### src/rtl/riscv_dmi_initiator.sv
// Memory-mapped DMI requester: an SRI register window that issues riscv_dm req/resp transactions.
// Optional busy-response retry is enabled with `define RISCV_DMI_BUSY_RETRY_EN.
module riscv_dmi_initiator #(
    parameter int DATA_WIDTH     = 64,
    parameter int ADDR_WIDTH     = 64,
    parameter int MAX_RETRIES    = 4,
    parameter int DMI_ADDR_WIDTH = 7,
    parameter int DMI_DATA_WIDTH = 32,
    parameter int DMI_OP_WIDTH   = 2
) (
    input  logic                      clk_i,
    input  logic                      rstn_i,
    input  logic [ADDR_WIDTH-1:0]     sri_addr_i,
    input  logic                      sri_en_i,
    input  logic                      sri_we_i,
    input  logic [DATA_WIDTH-1:0]     sri_wdata_i,
    input  logic [DATA_WIDTH/8-1:0]   sri_be_i,
    output logic [DATA_WIDTH-1:0]     sri_rdata_o,
    output logic                      sri_error_o,
    output logic                      req_valid_o,
    input  logic                      req_ready_i,
    output logic [DMI_ADDR_WIDTH-1:0] req_addr_o,
    output logic [DMI_DATA_WIDTH-1:0] req_data_o,
    output logic [DMI_OP_WIDTH-1:0]   req_op_o,
    input  logic                      resp_valid_i,
    output logic                      resp_ready_o,
    input  logic [DMI_DATA_WIDTH-1:0] resp_data_i,
    input  logic [DMI_OP_WIDTH-1:0]   resp_op_i,
    output logic                      busy_o
);

    localparam logic [DMI_OP_WIDTH-1:0] OP_OK   = '0;
    localparam logic [DMI_OP_WIDTH-1:0] OP_RD   = DMI_OP_WIDTH'(1);
    localparam logic [DMI_OP_WIDTH-1:0] OP_WR   = DMI_OP_WIDTH'(2);
`ifdef RISCV_DMI_BUSY_RETRY_EN
    localparam logic [DMI_OP_WIDTH-1:0] OP_BUSY = DMI_OP_WIDTH'(3);
`else
    localparam int unused_max_retries = MAX_RETRIES;
`endif

    typedef enum logic [1:0] {IDLE, REQ, RESP} state_e;

    state_e                    state_q, state_d;
    logic [DMI_ADDR_WIDTH-1:0] addr_q, addr_d;
    logic [DMI_DATA_WIDTH-1:0] wdata_q, wdata_d;
    logic [DMI_DATA_WIDTH-1:0] rdata_q, rdata_d;
    logic [DMI_OP_WIDTH-1:0]   last_op_q, last_op_d;
    logic                      err_q, err_d;
    logic [7:0]                retry_q, retry_d;
    logic [DMI_ADDR_WIDTH-1:0] req_addr_q, req_addr_d;
    logic [DMI_DATA_WIDTH-1:0] req_data_q, req_data_d;
    logic [DMI_OP_WIDTH-1:0]   req_op_q, req_op_d;
    logic [DATA_WIDTH-1:0]     sri_rdata_q, sri_rdata_d;
    logic                      sri_error_q, sri_error_d;

    logic                      busy;
    logic [2:0]                idx;
    logic [DATA_WIDTH-1:0]     status;
    logic                      launch, set_err, clr_err;
    logic                      unused_bits;

    assign unused_bits = ^{sri_addr_i[ADDR_WIDTH-1:6], sri_addr_i[2:0],
                           sri_wdata_i[DATA_WIDTH-1:DMI_DATA_WIDTH],
                           sri_be_i[DATA_WIDTH/8-1:DMI_DATA_WIDTH/8]};

    assign busy   = (state_q != IDLE);
    assign idx    = sri_addr_i[5:3];
    assign status = {{(DATA_WIDTH-16){1'b0}}, retry_q, 4'b0, err_q, last_op_q, busy};

    always_comb begin
        state_d     = state_q;
        addr_d      = addr_q;
        wdata_d     = wdata_q;
        rdata_d     = rdata_q;
        last_op_d   = last_op_q;
        err_d       = err_q;
        retry_d     = retry_q;
        req_addr_d  = req_addr_q;
        req_data_d  = req_data_q;
        req_op_d    = req_op_q;
        sri_rdata_d = sri_rdata_q;
        sri_error_d = 1'b0;
        launch      = 1'b0;
        set_err     = 1'b0;
        clr_err     = 1'b0;

        if (sri_en_i) begin
            if (!sri_we_i) begin
                sri_error_d = idx[2];
                case (idx)
                    3'd0:    sri_rdata_d = {{(DATA_WIDTH-DMI_ADDR_WIDTH){1'b0}}, addr_q};
                    3'd1:    sri_rdata_d = {{(DATA_WIDTH-DMI_DATA_WIDTH){1'b0}}, rdata_q};
                    3'd2:    sri_rdata_d = status;
                    default: sri_rdata_d = '0;
                endcase
            end else if (idx[2] || (busy && idx != 3'd3)) begin
                // Writes that would disturb an in-flight request are dropped.
                sri_error_d = 1'b1;
            end else begin
                case (idx)
                    3'd0: if (sri_be_i[0]) addr_d = sri_wdata_i[DMI_ADDR_WIDTH-1:0];
                    3'd1: begin
                        for (int b = 0; b < DMI_DATA_WIDTH/8; b++) begin
                            if (sri_be_i[b]) wdata_d[8*b +: 8] = sri_wdata_i[8*b +: 8];
                        end
                    end
                    3'd2: begin
                        if (sri_be_i[0]) begin
                            if (sri_wdata_i[1:0] == OP_RD || sri_wdata_i[1:0] == OP_WR) launch = 1'b1;
                            else sri_error_d = 1'b1;
                        end
                    end
                    default: clr_err = 1'b1;
                endcase
            end
        end

        case (state_q)
            IDLE: begin
                if (launch) begin
                    state_d    = REQ;
                    req_addr_d = addr_q;
                    req_data_d = wdata_q;
                    req_op_d   = sri_wdata_i[DMI_OP_WIDTH-1:0];
                    retry_d    = '0;
                end
            end
            REQ: begin
                if (req_ready_i) state_d = RESP;
            end
            RESP: begin
                if (resp_valid_i) begin
                    last_op_d = resp_op_i;
                    if (req_op_q == OP_RD && resp_op_i == OP_OK) rdata_d = resp_data_i;
                    state_d = IDLE;
`ifdef RISCV_DMI_BUSY_RETRY_EN
                    if (resp_op_i == OP_BUSY && retry_q < 8'(MAX_RETRIES)) begin
                        retry_d = retry_q + 8'd1;
                        state_d = REQ;
                    end else begin
                        set_err = (resp_op_i != OP_OK);
                    end
`else
                    set_err = (resp_op_i != OP_OK);
`endif
                end
            end
            default: state_d = IDLE;
        endcase

        // A simultaneous clear loses against a new error.
        if (clr_err) err_d = 1'b0;
        if (set_err) err_d = 1'b1;
    end

    always_ff @(posedge clk_i or negedge rstn_i) begin
        if (!rstn_i) begin
            state_q     <= IDLE;
            addr_q      <= '0;
            wdata_q     <= '0;
            rdata_q     <= '0;
            last_op_q   <= '0;
            err_q       <= 1'b0;
            retry_q     <= '0;
            req_addr_q  <= '0;
            req_data_q  <= '0;
            req_op_q    <= '0;
            sri_rdata_q <= '0;
            sri_error_q <= 1'b0;
        end else begin
            state_q     <= state_d;
            addr_q      <= addr_d;
            wdata_q     <= wdata_d;
            rdata_q     <= rdata_d;
            last_op_q   <= last_op_d;
            err_q       <= err_d;
            retry_q     <= retry_d;
            req_addr_q  <= req_addr_d;
            req_data_q  <= req_data_d;
            req_op_q    <= req_op_d;
            sri_rdata_q <= sri_rdata_d;
            sri_error_q <= sri_error_d;
        end
    end

    assign sri_rdata_o  = sri_rdata_q;
    assign sri_error_o  = sri_error_q;
    assign req_valid_o  = (state_q == REQ);
    assign resp_ready_o = (state_q == RESP);
    assign req_addr_o   = req_addr_q;
    assign req_data_o   = req_data_q;
    assign req_op_o     = req_op_q;
    assign busy_o       = busy;

endmodule
### config.mk
export PLATFORM = sky130hd
export DESIGN_NAME = riscv_dmi_initiator
export DESIGN_NICKNAME = d
export VERILOG_FILES = /design/src/rtl/riscv_dmi_initiator.sv
export SDC_FILE = /design/constraint.sdc
export NUM_CORES = 1
export LEC_CHECK = 0
export ABC_AREA = 1
export CORE_ASPECT_RATIO = 1.2
export CORE_MARGIN = 3
export CORE_UTILIZATION = 30
export CTS_BUF_LIST = sky130_fd_sc_hd__clkbuf_8
export DETAILED_ROUTE_END_ITERATION = 7
export PLACE_DENSITY = 0.65
export SKIP_CTS_REPAIR_TIMING = 1
export SYNTH_ARGS = -nofsm -noshare
export SYNTH_HDL_FRONTEND = slang
export SYNTH_SLANG_ARGS = --single-unit
### constraint.sdc
create_clock -name clk_i -period 1.4 [get_ports clk_i]
set_clock_uncertainty 0.15 [all_clocks]
set_input_delay 0.28 -clock clk_i [delete_from_list [all_inputs] [get_ports clk_i]]
set_output_delay 0.28 -clock clk_i [all_outputs]
set_load 0.01 [all_outputs]
==> reports/metrics.cfg <==
[worst_setup_path]
crit_fanout = 3
rr_worst_depth = 8
r2r_start = state_q[0]$_DFFE_PN0P_
cp_top_family = flip-flops
path_cells = buf_6 -> nand2_4 -> inv_2 -> buf_6
crit_start = state_q[1]$_DFFE_PN0P_
crit_required_ps = 970
cp_slowest_stage_delay_ps = 410
crit_path_top_delay_cell = dfrtp_1
cp_common_cell = buf_6
path_buf_inv = 3
worstSetupStartpointType = flop
critPathCaptureType = output pin
r2r-end = rdata_q[6]$_DFFE_PN0P_
worstPathArrival_ps = 1210
critical_path_class = reg2out
rrSetupSlack_ps = -190

[timing]
period_share = 1.17
fmax_mhz = 611
hold_viol_final = 0
fin_setup_tns_ps = -18280
setup_violations = 169
setup_ws_ps = -238
slew_viol_final = 0
fin_crit_ps = 1640
rsz0062_at_grt = true

[power_and_ir_drop]
power_density_nw_per_um2 = 985
sw_frac_of_total = 0.258
sequentialPowerShare = 0.517
comb_power_share = 0.114
pwr-share-clk = 0.369
total_power_mw = 9.02
vdd_drop_max_uv = 543
p_switching_mw = 2.32
power.leakage_nw = 4.85
power.internal_mw = 6.70

[floorplanning]
die_height_um = 166
dieWidth_um = 140
die_area_um2 = 23200
num_io_pins = 285
rows = 58
core-area_um2 = 21000
start_util = 0.306

[place]
place_hpwl_um = 12300
dpl.cell_count = 1176
port_buffers = 155
place_congestion = 0.845

[drt]
vias = 5585
drc_errors = 0
routed_wl_um = 18300
wl_per_cell_um = 14.7
via_per_inst = 4.48
drt_iter0_markers = 258
first_pass_iters = 4
ant_nets = 0

[finish]
fin_util = 0.437
drive_gt1_frac = 0.228
final_cell_count_no_fill = 1247
fill_cells = 2078
multi_input_area_um2 = 2290
register_area_um2 = 3750
syn_to_final_growth_pct = 42.7
antenna_cells = 0
layout.nets = 1142

[synthesis]
yosys.area_share.simple = 0.253
synth_mux_area_frac = 0
synth-compound-area-share = 0.0694
ys_types = 19
synthAdderAreaFrac = 0
yosysWarnings = 0
yosysSeqAreaShare = 0.585
synth-xor-area-share = 0
synth_top_family_by_area = simple AND/OR/NAND/NOR gates
post_synth_inst_count = 745
avgSynthCellArea_um2 = 8.62
syn-cell-area_um2 = 6420
synth-seq-cells = 150

[flow_run]
max-cap-violations = 0

[global_routing]
grt_pass1_vias = 5413
busiest_layer = met2
globalRouteTotalUtil = 0.152
grt_max_degree = 64
grtUsageMet1 = 0.198
use_met2 = 0.246
gr-usage-met3 = 0.0472
grt-ovfl-total = 0
antenna_found_initial = 1
grt_pass1_wl_um = 28400

[clocking]
ctsHtreeMaxLevel = 4
cts_sinks = 150
cts_tree = done
path_clk_slew_ps = 90
cts-root-buf = clkbuf_8
cts-buffers-inserted = 17
clk_latency_ps = 460
clock_path_buffers = 2

[outcome]
failed_checks = negative setup slack
status = finished with violations

[worst_hold_path]
hp-class = in2async

==> layer usage <==
| layer | share of wire | vias to the layer above |
|---|---|---|
| met1 | 0.43 | 2603 |
| met3 | 0.080 | 21 |
| li1 | - | 2761 |
| met4 | 0.013 | 2 |
| met2 | 0.48 | 198 |
| met5 | 0.00071 | - |
==> final cells by class <==
class                   instances  area share
clock inverters                11      0.0135
well taps                     270      0.0369
inverters                      51      0.0209
flip-flops and latches        150       0.410
repair buffers                239       0.240
clock buffers                  19      0.0286
multi-input cells             507       0.250
==> per-stage QoR <==
stage | cell area [µm²] | worst slack (ps) | hold slack, ps
finish | 9160 | -238 | 60.0
global route | 9160 | -300 | 59.9
CTS | 8930 | -685 | -520
detailed placement | 8550 | -638 | -13.6
global placement | 8550 | -601 | -17.2
floorplan | 6580 | -25.0 | -166
==> worst register-to-register path: stages, from the launching register on <==
cell	delay, ps
dfrtp_1	400
inv_2	140
nand2_4	70
buf_4	140
nor2_4	130
nand3_4	120
buf_12	190
nand2_1	70
o21ai_0	70
==> cell usage after synthesis (all sizes together) <==
library cell / number / area (µm²)
buf: 51 / 335
a21oi: 1 / 5.00
conb: 1 / 3.75
nand3: 78 / 400
inv: 51 / 191
nand4: 18 / 113
nor2: 13 / 68.8
dfrtp: 150 / 3750
nor3: 1 / 5.00
nand2: 276 / 1040
clkbuf: 17 / 63.8
o21ai: 88 / 440
==> state kept, by name, summed over array words and instances (netlist names) <==
name	flops
rdata_q	32
sri_error_o	1
last_op_q	2
wdata_q	32
addr_q	7
req_addr_o	7
sri_rdata_o	32
req_op_o	2
err_q	1
state_q	2
req_data_o	32
==> power groups by stage <==
stage | clock network (mW) | logic (mW) | registers, mW
after floorplan | 0 | 0.405 | 4.73
after global placement | 0 | 0.965 | 4.73
after detailed placement | 0 | 0.973 | 4.74
after CTS | 3.42 | 0.978 | 4.66
after global routing | 3.62 | 1.15 | 4.69
final | 3.33 | 1.03 | 4.67
==> layout by cell type, fill, tap and decap left out, types with 8 or more instances in the layout <==
master / n
buf_12: 14
buf_4: 62
buf_6: 30
clkbuf_2: 51
clkbuf_8: 19
clkdlybuf4s50_1: 76
conb_1: 32
dfrtp_1: 150
inv_1: 45
nand2_1: 264
nand2_2: 8
nand3_1: 76
nand4_1: 18
o21ai_0: 53
o21ai_1: 30
==> cell families (layout without fill, tap and decap cells) <==
family,after synthesis,count (layout)
buffers and inverters,119,320
flip-flops,150,150
AO/OA/AOI/OAI,89,89
other,1,32
AND/OR/NAND/NOR,386,386
==> worst max path at each step <==
stage                                  to  slack (ps)  cells past startpoint
3_5_place_dp   req_data_o[19]$_DFFE_PN0P_        -640                      9
2_1_floorplan     rdata_q[10]$_DFFE_PN0P_         -20                      7
4_1_cts                      resp_ready_o        -690                      4
3_3_place_gp   req_data_o[24]$_DFFE_PN0P_        -600                      8
5_1_grt                      resp_ready_o        -300                      4
6_report                     resp_ready_o        -240                      4
(Power assumes the default switching activity.)
